--- src/rtl/apb_mst_bridge.sv ---
// apb_mst_bridge: single-outstanding APB4 requester.
// Takes valid/ready commands and runs one APB transfer at a time on a
// 2-slave port. Each result is returned on a valid/ready response channel.
// Optional feature: define APB_MST_TIMEOUT_EN to abort transfers whose
// ACCESS phase stalls for TIMEOUT_CYC wait cycles. With the macro undefined,
// wait states are unbounded and o_rsp_tout is constant 0.
// All outputs come straight from flops, so no input reaches an output
// combinationally.
module apb_mst_bridge #(
  parameter int ADDR_W      = 20,
  parameter int DATA_W      = 16,
  parameter int TIMEOUT_CYC = 255,
  localparam int STRB_W     = DATA_W / 8
) (
  input  logic              i_clk,
  input  logic              i_reset_n,
  // command channel
  input  logic              i_cmd_valid,
  output logic              o_cmd_ready,
  input  logic              i_cmd_write,
  input  logic [ADDR_W:0]   i_cmd_addr,
  input  logic [DATA_W-1:0] i_cmd_wdata,
  input  logic [STRB_W-1:0] i_cmd_strb,
  // response channel
  output logic              o_rsp_valid,
  input  logic              i_rsp_ready,
  output logic [DATA_W-1:0] o_rsp_rdata,
  output logic              o_rsp_err,
  output logic              o_rsp_tout,
  // APB requester port
  output logic [1:0]        o_psel,
  output logic              o_penable,
  output logic [ADDR_W-1:0] o_paddr,
  output logic [DATA_W-1:0] o_pwdata,
  output logic              o_pwrite,
  output logic [STRB_W-1:0] o_pstrb,
  input  logic [DATA_W-1:0] i_prdata,
  input  logic              i_pready,
  input  logic              i_pslverr
);

  typedef enum logic [1:0] {S_IDLE, S_SETUP, S_ACCESS, S_RESP} state_t;

  state_t r_state, w_state_nxt;

  logic              r_cmd_ready, w_cmd_ready_nxt;
  logic              r_rsp_valid, w_rsp_valid_nxt;
  logic [DATA_W-1:0] r_rsp_rdata, w_rsp_rdata_nxt;
  logic              r_rsp_err,   w_rsp_err_nxt;
  logic [1:0]        r_psel,      w_psel_nxt;
  logic              r_penable,   w_penable_nxt;
  logic [ADDR_W-1:0] r_paddr,     w_paddr_nxt;
  logic [DATA_W-1:0] r_pwdata,    w_pwdata_nxt;
  logic              r_pwrite,    w_pwrite_nxt;
  logic [STRB_W-1:0] r_pstrb,     w_pstrb_nxt;

  logic w_accept;   // command handshake completes on this edge
  logic w_tout;     // ACCESS is being aborted on this edge
  logic w_consume;  // response handshake completes on this edge

  // cmd_ready only goes high in IDLE, so the state check doubles as a guard
  // against accepting while a response is still pending.
  assign w_accept  = (r_state == S_IDLE) && i_cmd_valid && r_cmd_ready;
  assign w_consume = (r_state == S_RESP) && r_rsp_valid && i_rsp_ready;

`ifdef APB_MST_TIMEOUT_EN
  // At least 8 bits, wider if TIMEOUT_CYC needs it.
  localparam int TW = ($clog2(TIMEOUT_CYC + 1) > 8) ? $clog2(TIMEOUT_CYC + 1) : 8;

  logic [TW-1:0] r_tcnt;
  logic          r_rsp_tout;

  // The counter holds the number of wait cycles already spent in ACCESS.
  // Expiry is the edge that would make it reach TIMEOUT_CYC. pready=1 on
  // that same edge takes priority, so the transfer completes normally.
  assign w_tout = (r_state == S_ACCESS) && !i_pready &&
                  (r_tcnt == TW'(TIMEOUT_CYC - 1));

  // Wait-cycle counter: cleared while in SETUP (entry to ACCESS), counts ACCESS stalls.
  always_ff @(posedge i_clk or negedge i_reset_n) begin
    if (!i_reset_n)                              r_tcnt <= '0;
    else if (r_state == S_SETUP)                 r_tcnt <= '0;
    else if (r_state == S_ACCESS && !i_pready)   r_tcnt <= r_tcnt + 1'b1;
  end

  // Timeout flag: set on abort, cleared when the response is consumed.
  always_ff @(posedge i_clk or negedge i_reset_n) begin
    if (!i_reset_n)     r_rsp_tout <= 1'b0;
    else if (w_tout)    r_rsp_tout <= 1'b1;
    else if (w_consume) r_rsp_tout <= 1'b0;
  end

  assign o_rsp_tout = r_rsp_tout;
`else
  assign w_tout     = 1'b0;
  assign o_rsp_tout = 1'b0;
`endif

  // State register.
  always_ff @(posedge i_clk or negedge i_reset_n) begin
    if (!i_reset_n) r_state <= S_IDLE;
    else            r_state <= w_state_nxt;
  end

  // Next-state logic: IDLE -> SETUP -> ACCESS (waits) -> RESP -> IDLE.
  always_comb begin
    w_state_nxt = r_state;
    case (r_state)
      S_IDLE:   if (w_accept)             w_state_nxt = S_SETUP;
      S_SETUP:                            w_state_nxt = S_ACCESS;
      S_ACCESS: if (i_pready || w_tout)   w_state_nxt = S_RESP;
      S_RESP:   if (w_consume)            w_state_nxt = S_IDLE;
      default:                            w_state_nxt = S_IDLE;
    endcase
  end

  // Next values of the output registers. Anything not assigned here holds.
  // This is what keeps paddr/pwdata/pwrite alive on an idle bus.
  always_comb begin
    w_cmd_ready_nxt = (w_state_nxt == S_IDLE);
    w_rsp_valid_nxt = r_rsp_valid;
    w_rsp_rdata_nxt = r_rsp_rdata;
    w_rsp_err_nxt   = r_rsp_err;
    w_psel_nxt      = r_psel;
    w_penable_nxt   = r_penable;
    w_paddr_nxt     = r_paddr;
    w_pwdata_nxt    = r_pwdata;
    w_pwrite_nxt    = r_pwrite;
    w_pstrb_nxt     = r_pstrb;
    case (r_state)
      S_IDLE: begin
        if (w_accept) begin
          w_paddr_nxt  = i_cmd_addr[ADDR_W-1:0];
          w_pwdata_nxt = i_cmd_wdata;
          w_pwrite_nxt = i_cmd_write;
          w_pstrb_nxt  = i_cmd_write ? i_cmd_strb : '0;
          w_psel_nxt   = i_cmd_addr[ADDR_W] ? 2'b10 : 2'b01;
        end
      end
      S_SETUP: begin
        w_penable_nxt = 1'b1;
      end
      S_ACCESS: begin
        // prdata/pslverr are only looked at on a pready=1 edge.
        if (i_pready || w_tout) begin
          w_psel_nxt      = 2'b00;
          w_penable_nxt   = 1'b0;
          w_pstrb_nxt     = '0;
          w_rsp_valid_nxt = 1'b1;
          w_rsp_rdata_nxt = (i_pready && !r_pwrite) ? i_prdata : '0;
          w_rsp_err_nxt   = i_pready ? i_pslverr : 1'b1;
        end
      end
      S_RESP: begin
        if (w_consume) begin
          w_rsp_valid_nxt = 1'b0;
          w_rsp_err_nxt   = 1'b0;
        end
      end
      default: ;
    endcase
  end

  // Output registers. Async reset drops psel/penable immediately mid-transfer.
  always_ff @(posedge i_clk or negedge i_reset_n) begin
    if (!i_reset_n) begin
      r_cmd_ready <= 1'b0;
      r_rsp_valid <= 1'b0;
      r_rsp_rdata <= '0;
      r_rsp_err   <= 1'b0;
      r_psel      <= 2'b00;
      r_penable   <= 1'b0;
      r_paddr     <= '0;
      r_pwdata    <= '0;
      r_pwrite    <= 1'b0;
      r_pstrb     <= '0;
    end else begin
      r_cmd_ready <= w_cmd_ready_nxt;
      r_rsp_valid <= w_rsp_valid_nxt;
      r_rsp_rdata <= w_rsp_rdata_nxt;
      r_rsp_err   <= w_rsp_err_nxt;
      r_psel      <= w_psel_nxt;
      r_penable   <= w_penable_nxt;
      r_paddr     <= w_paddr_nxt;
      r_pwdata    <= w_pwdata_nxt;
      r_pwrite    <= w_pwrite_nxt;
      r_pstrb     <= w_pstrb_nxt;
    end
  end

  assign o_cmd_ready = r_cmd_ready;
  assign o_rsp_valid = r_rsp_valid;
  assign o_rsp_rdata = r_rsp_rdata;
  assign o_rsp_err   = r_rsp_err;
  assign o_psel      = r_psel;
  assign o_penable   = r_penable;
  assign o_paddr     = r_paddr;
  assign o_pwdata    = r_pwdata;
  assign o_pwrite    = r_pwrite;
  assign o_pstrb     = r_pstrb;

endmodule

--- config.mk ---
export PLATFORM = sky130hd
export DESIGN_NAME = apb_mst_bridge
export DESIGN_NICKNAME = d
export VERILOG_FILES = /design/src/rtl/apb_mst_bridge.sv
export SDC_FILE = /design/constraint.sdc
export NUM_CORES = 1
export LEC_CHECK = 0
export CAP_MARGIN = 20
export CORE_MARGIN = 2
export CORE_UTILIZATION = 44
export DETAILED_ROUTE_END_ITERATION = 16
export GPL_ROUTABILITY_DRIVEN = 0
export PLACE_DENSITY = 0.87
export SYNTH_ARGS = -nofsm -noshare
export SYNTH_HDL_FRONTEND = slang
export SYNTH_SLANG_ARGS = --single-unit
--- constraint.sdc ---
create_clock -name i_clk -period 4.34 [get_ports i_clk]
set_clock_uncertainty 0.05 [all_clocks]
set_input_delay 0.868 -clock i_clk [delete_from_list [all_inputs] [get_ports i_clk]]
set_output_delay 0.868 -clock i_clk [all_outputs]
set_load 0.01 [all_outputs]
==> impl_metrics.env <==
export IMPL_top_layer_used="met4"
export IMPL_cts_tree="done"
export IMPL_hold_viol_final=0
export IMPL_synth_area_mm2=0.00267
export IMPL_clk_pin_slew_ps=70
export IMPL_min_period_ps=2490
export IMPL_syn_num_nets=253
export IMPL_wl_met2_um=2880
export IMPL_yosysWarnings=0
export IMPL_num_vias=1885
export IMPL_start_util=0.453
export IMPL_tns_ps=0
export IMPL_path_buf_inv=1
export IMPL_fin_crit_sh=0.574
export IMPL_async_flop_share=1.00
export IMPL_post_cts_buffers=0
export IMPL_postSynthCellCount=191
export IMPL_htree_levels=3
export IMPL_arrival_ps=1570
export IMPL_cts_sinks=63
export IMPL_status="finished, final reports clean"
export IMPL_synth_area_leader_cell="dfrtp_1"
export IMPL_cts_made_buffers=9
export IMPL_setup_worst_path_start_class="register"
export IMPL_setup_violations_final=0
export IMPL_rsz0062_at_grt="false"
export IMPL_place_area_mm2=0.00388
export IMPL_cpMaxStageDelayCell="dfrtp_1"
export IMPL_pin_count=124
export IMPL_synth_seq_cells=63
export IMPL_ctsHoldBuffers=0
export IMPL_ctsRootBufferMaster="clkbuf_8"
export IMPL_p_leak_nw=1.83
export IMPL_synthFlopType="dfrtp_1"
export IMPL_critPathKind="reg -> out"
export IMPL_antenna_found_initial=0
export IMPL_grtUsageTotal=0.188
export IMPL_core_area_mm2=0.00589
export IMPL_fmax_mhz=401
export IMPL_critPathCaptureType="output pin"
export IMPL_crit_path_cell_trace="clkdlybuf4s50_1"
export IMPL_wl_met3_um=325
export IMPL_dp_hpwl_um=4260
export IMPL_dr_pass1_iters=4
export IMPL_drtIter0Drc=63
export IMPL_maxSlewViolCount=0
export IMPL_grt_max_degree=46
export IMPL_grt_pass1_wl_um=9270
export IMPL_overflow=0
export IMPL_fin_nets=379
export IMPL_die_w_um=81.9
export IMPL_final_antenna_net_count=0
export IMPL_clock_latency_ps=330
export IMPL_post_drt_wl_per_cell_um=14.8
export IMPL_rows=28
export IMPL_drcViolationCount=0
export IMPL_cp_max_fo=18
export IMPL_power_density_mw_per_mm2=653
export IMPL_synth_edf_count=0
export IMPL_yosys_area_top_type_share=0.591
export IMPL_dieArea_mm2=0.00670
export IMPL_yosysSeqAreaShare=0.591
export IMPL_area_delta_synth_final_pct=54.2
export IMPL_portBuffers=122
export IMPL_syn_area_per_cell_um2=14.0
export IMPL_hold_class="in -> async"
export IMPL_first_global_vias=1907
export IMPL_vias_per_cell=4.76
export IMPL_design_area_mm2=0.00411
export IMPL_ir_drop_v=0.000376
export IMPL_drt_wl_total_um=5870
export IMPL_antennaDiodeCount=0
export IMPL_clock_path_buffers=2
export IMPL_wl_met1_um=2570
export IMPL_drive_above_1_share=0.159
export IMPL_maxCapViolations=0
export IMPL_critical_path_top_delay_family="flip-flops"
export IMPL_die_y_um=81.9
export IMPL_critical_path_max_stage_delay_ps=620
export IMPL_synth_top_cells_by_area="dfrtp_1, mux2_4, nand2b_1"
export IMPL_worstPathRequired_ps=3420
export IMPL_yosysMostFrequentCell="dfrtp_1"
export IMPL_post_cts_resized=0
export IMPL_synth_cell_types=29
export IMPL_ys_top_cells_by_count="dfrtp_1, mux2_4, nand2_1"
power breakdown:
group,internal [mW],switching [mW]
combinational,0.737,0.387
clock,0.334,0.210
sequential,0.842,0.178
total,1.91,0.775
cell type report:
type                    count  area, um2
multi-input cells         113        955
clock buffers              11        141
well taps                  75       93.8
inverters                   3       11.3
repair buffers            127       1270
flip-flops and latches     63       1580
clock inverters             4       70.1
fillers                   440       1770
registers in the layout (all words and copies together) (netlist names):
register     cells
o_rsp_err        1
o_paddr         20
o_rsp_valid      1
o_pwrite         1
o_cmd_ready      1
o_rsp_rdata     16
r_state          2
o_penable        1
o_pwdata        16
o_pstrb          2
o_psel           2
worst paths after layout:
| path | startpoint | endpoint | slack [ps] | cells past startpoint |
|---|---|---|---|---|
| worst max-delay path | o_pwrite$_DFFE_PN0P_ | o_pwrite | 1850 | 1 |
| worst min-delay path | i_reset_n | o_paddr[10]$_DFFE_PN0P_ | 300 | 1 |
| worst max register to register | r_state[1]$_DFF_PN0_ | o_pwdata[11]$_DFFE_PN0P_ | 2490 | 3 |
| worst min register to register | o_pstrb[0]$_DFFE_PN0P_ | o_pstrb[0]$_DFFE_PN0P_ | 430 | 1 |
| max in group asynchronous | i_reset_n | o_pwdata[13]$_DFFE_PN0P_ | 3200 | 3 |
| min in group i_clk | o_pstrb[0]$_DFFE_PN0P_ | o_pstrb[0]$_DFFE_PN0P_ | 430 | 1 |
kinds of logic (layout without fill, tap and decap cells):
group / after synthesis / count (layout) / synth area share
flip-flops: 63 / 63 / 0.591
AO/OA/AOI/OAI: 28 / 28 / 0.0596
AND/OR/NAND/NOR: 47 / 47 / 0.0985
other: 1 / 1 / 0.00141
multiplexers: 37 / 37 / 0.198
buffers and inverters: 15 / 145 / 0.0511
layout by cell type (no fill, tap or decap), types with 3 or more instances in the layout:
| cell type | instances |
|---|---|
| inv_1 | 3 |
| o21ai_0 | 18 |
| mux2_4 | 30 |
| clkdlybuf4s50_1 | 121 |
| nand2_1 | 20 |
| mux2_1 | 7 |
| a21oi_1 | 3 |
| dfrtp_1 | 63 |
| buf_4 | 4 |
| clkbuf_8 | 10 |
| nand2b_1 | 17 |
metrics by stage:
step / hold WS, ps / worst slack (ps) / power [mW] / cells / util
final: 302 / 1850 / 2.69 / 396 / 0.699
after CTS: 440 / 1840 / 2.72 / 395 / 0.696
after floorplan: 466 / 2510 / 1.53 / 191 / -
after global placement: 413 / 1840 / 2.12 / 380 / 0.660
after detailed placement: 425 / 1770 / 2.16 / 380 / 0.660
after global routing: 283 / 1740 / 2.86 / 396 / 0.699
per-layer routing:
layer  vias up  global-route usage
met5         -                   0
met4         0              0.0850
met3         8              0.0527
met2        66               0.298
met1       914               0.239
li1        897                   -
Note: power is estimated with default switching activity, not from simulation.
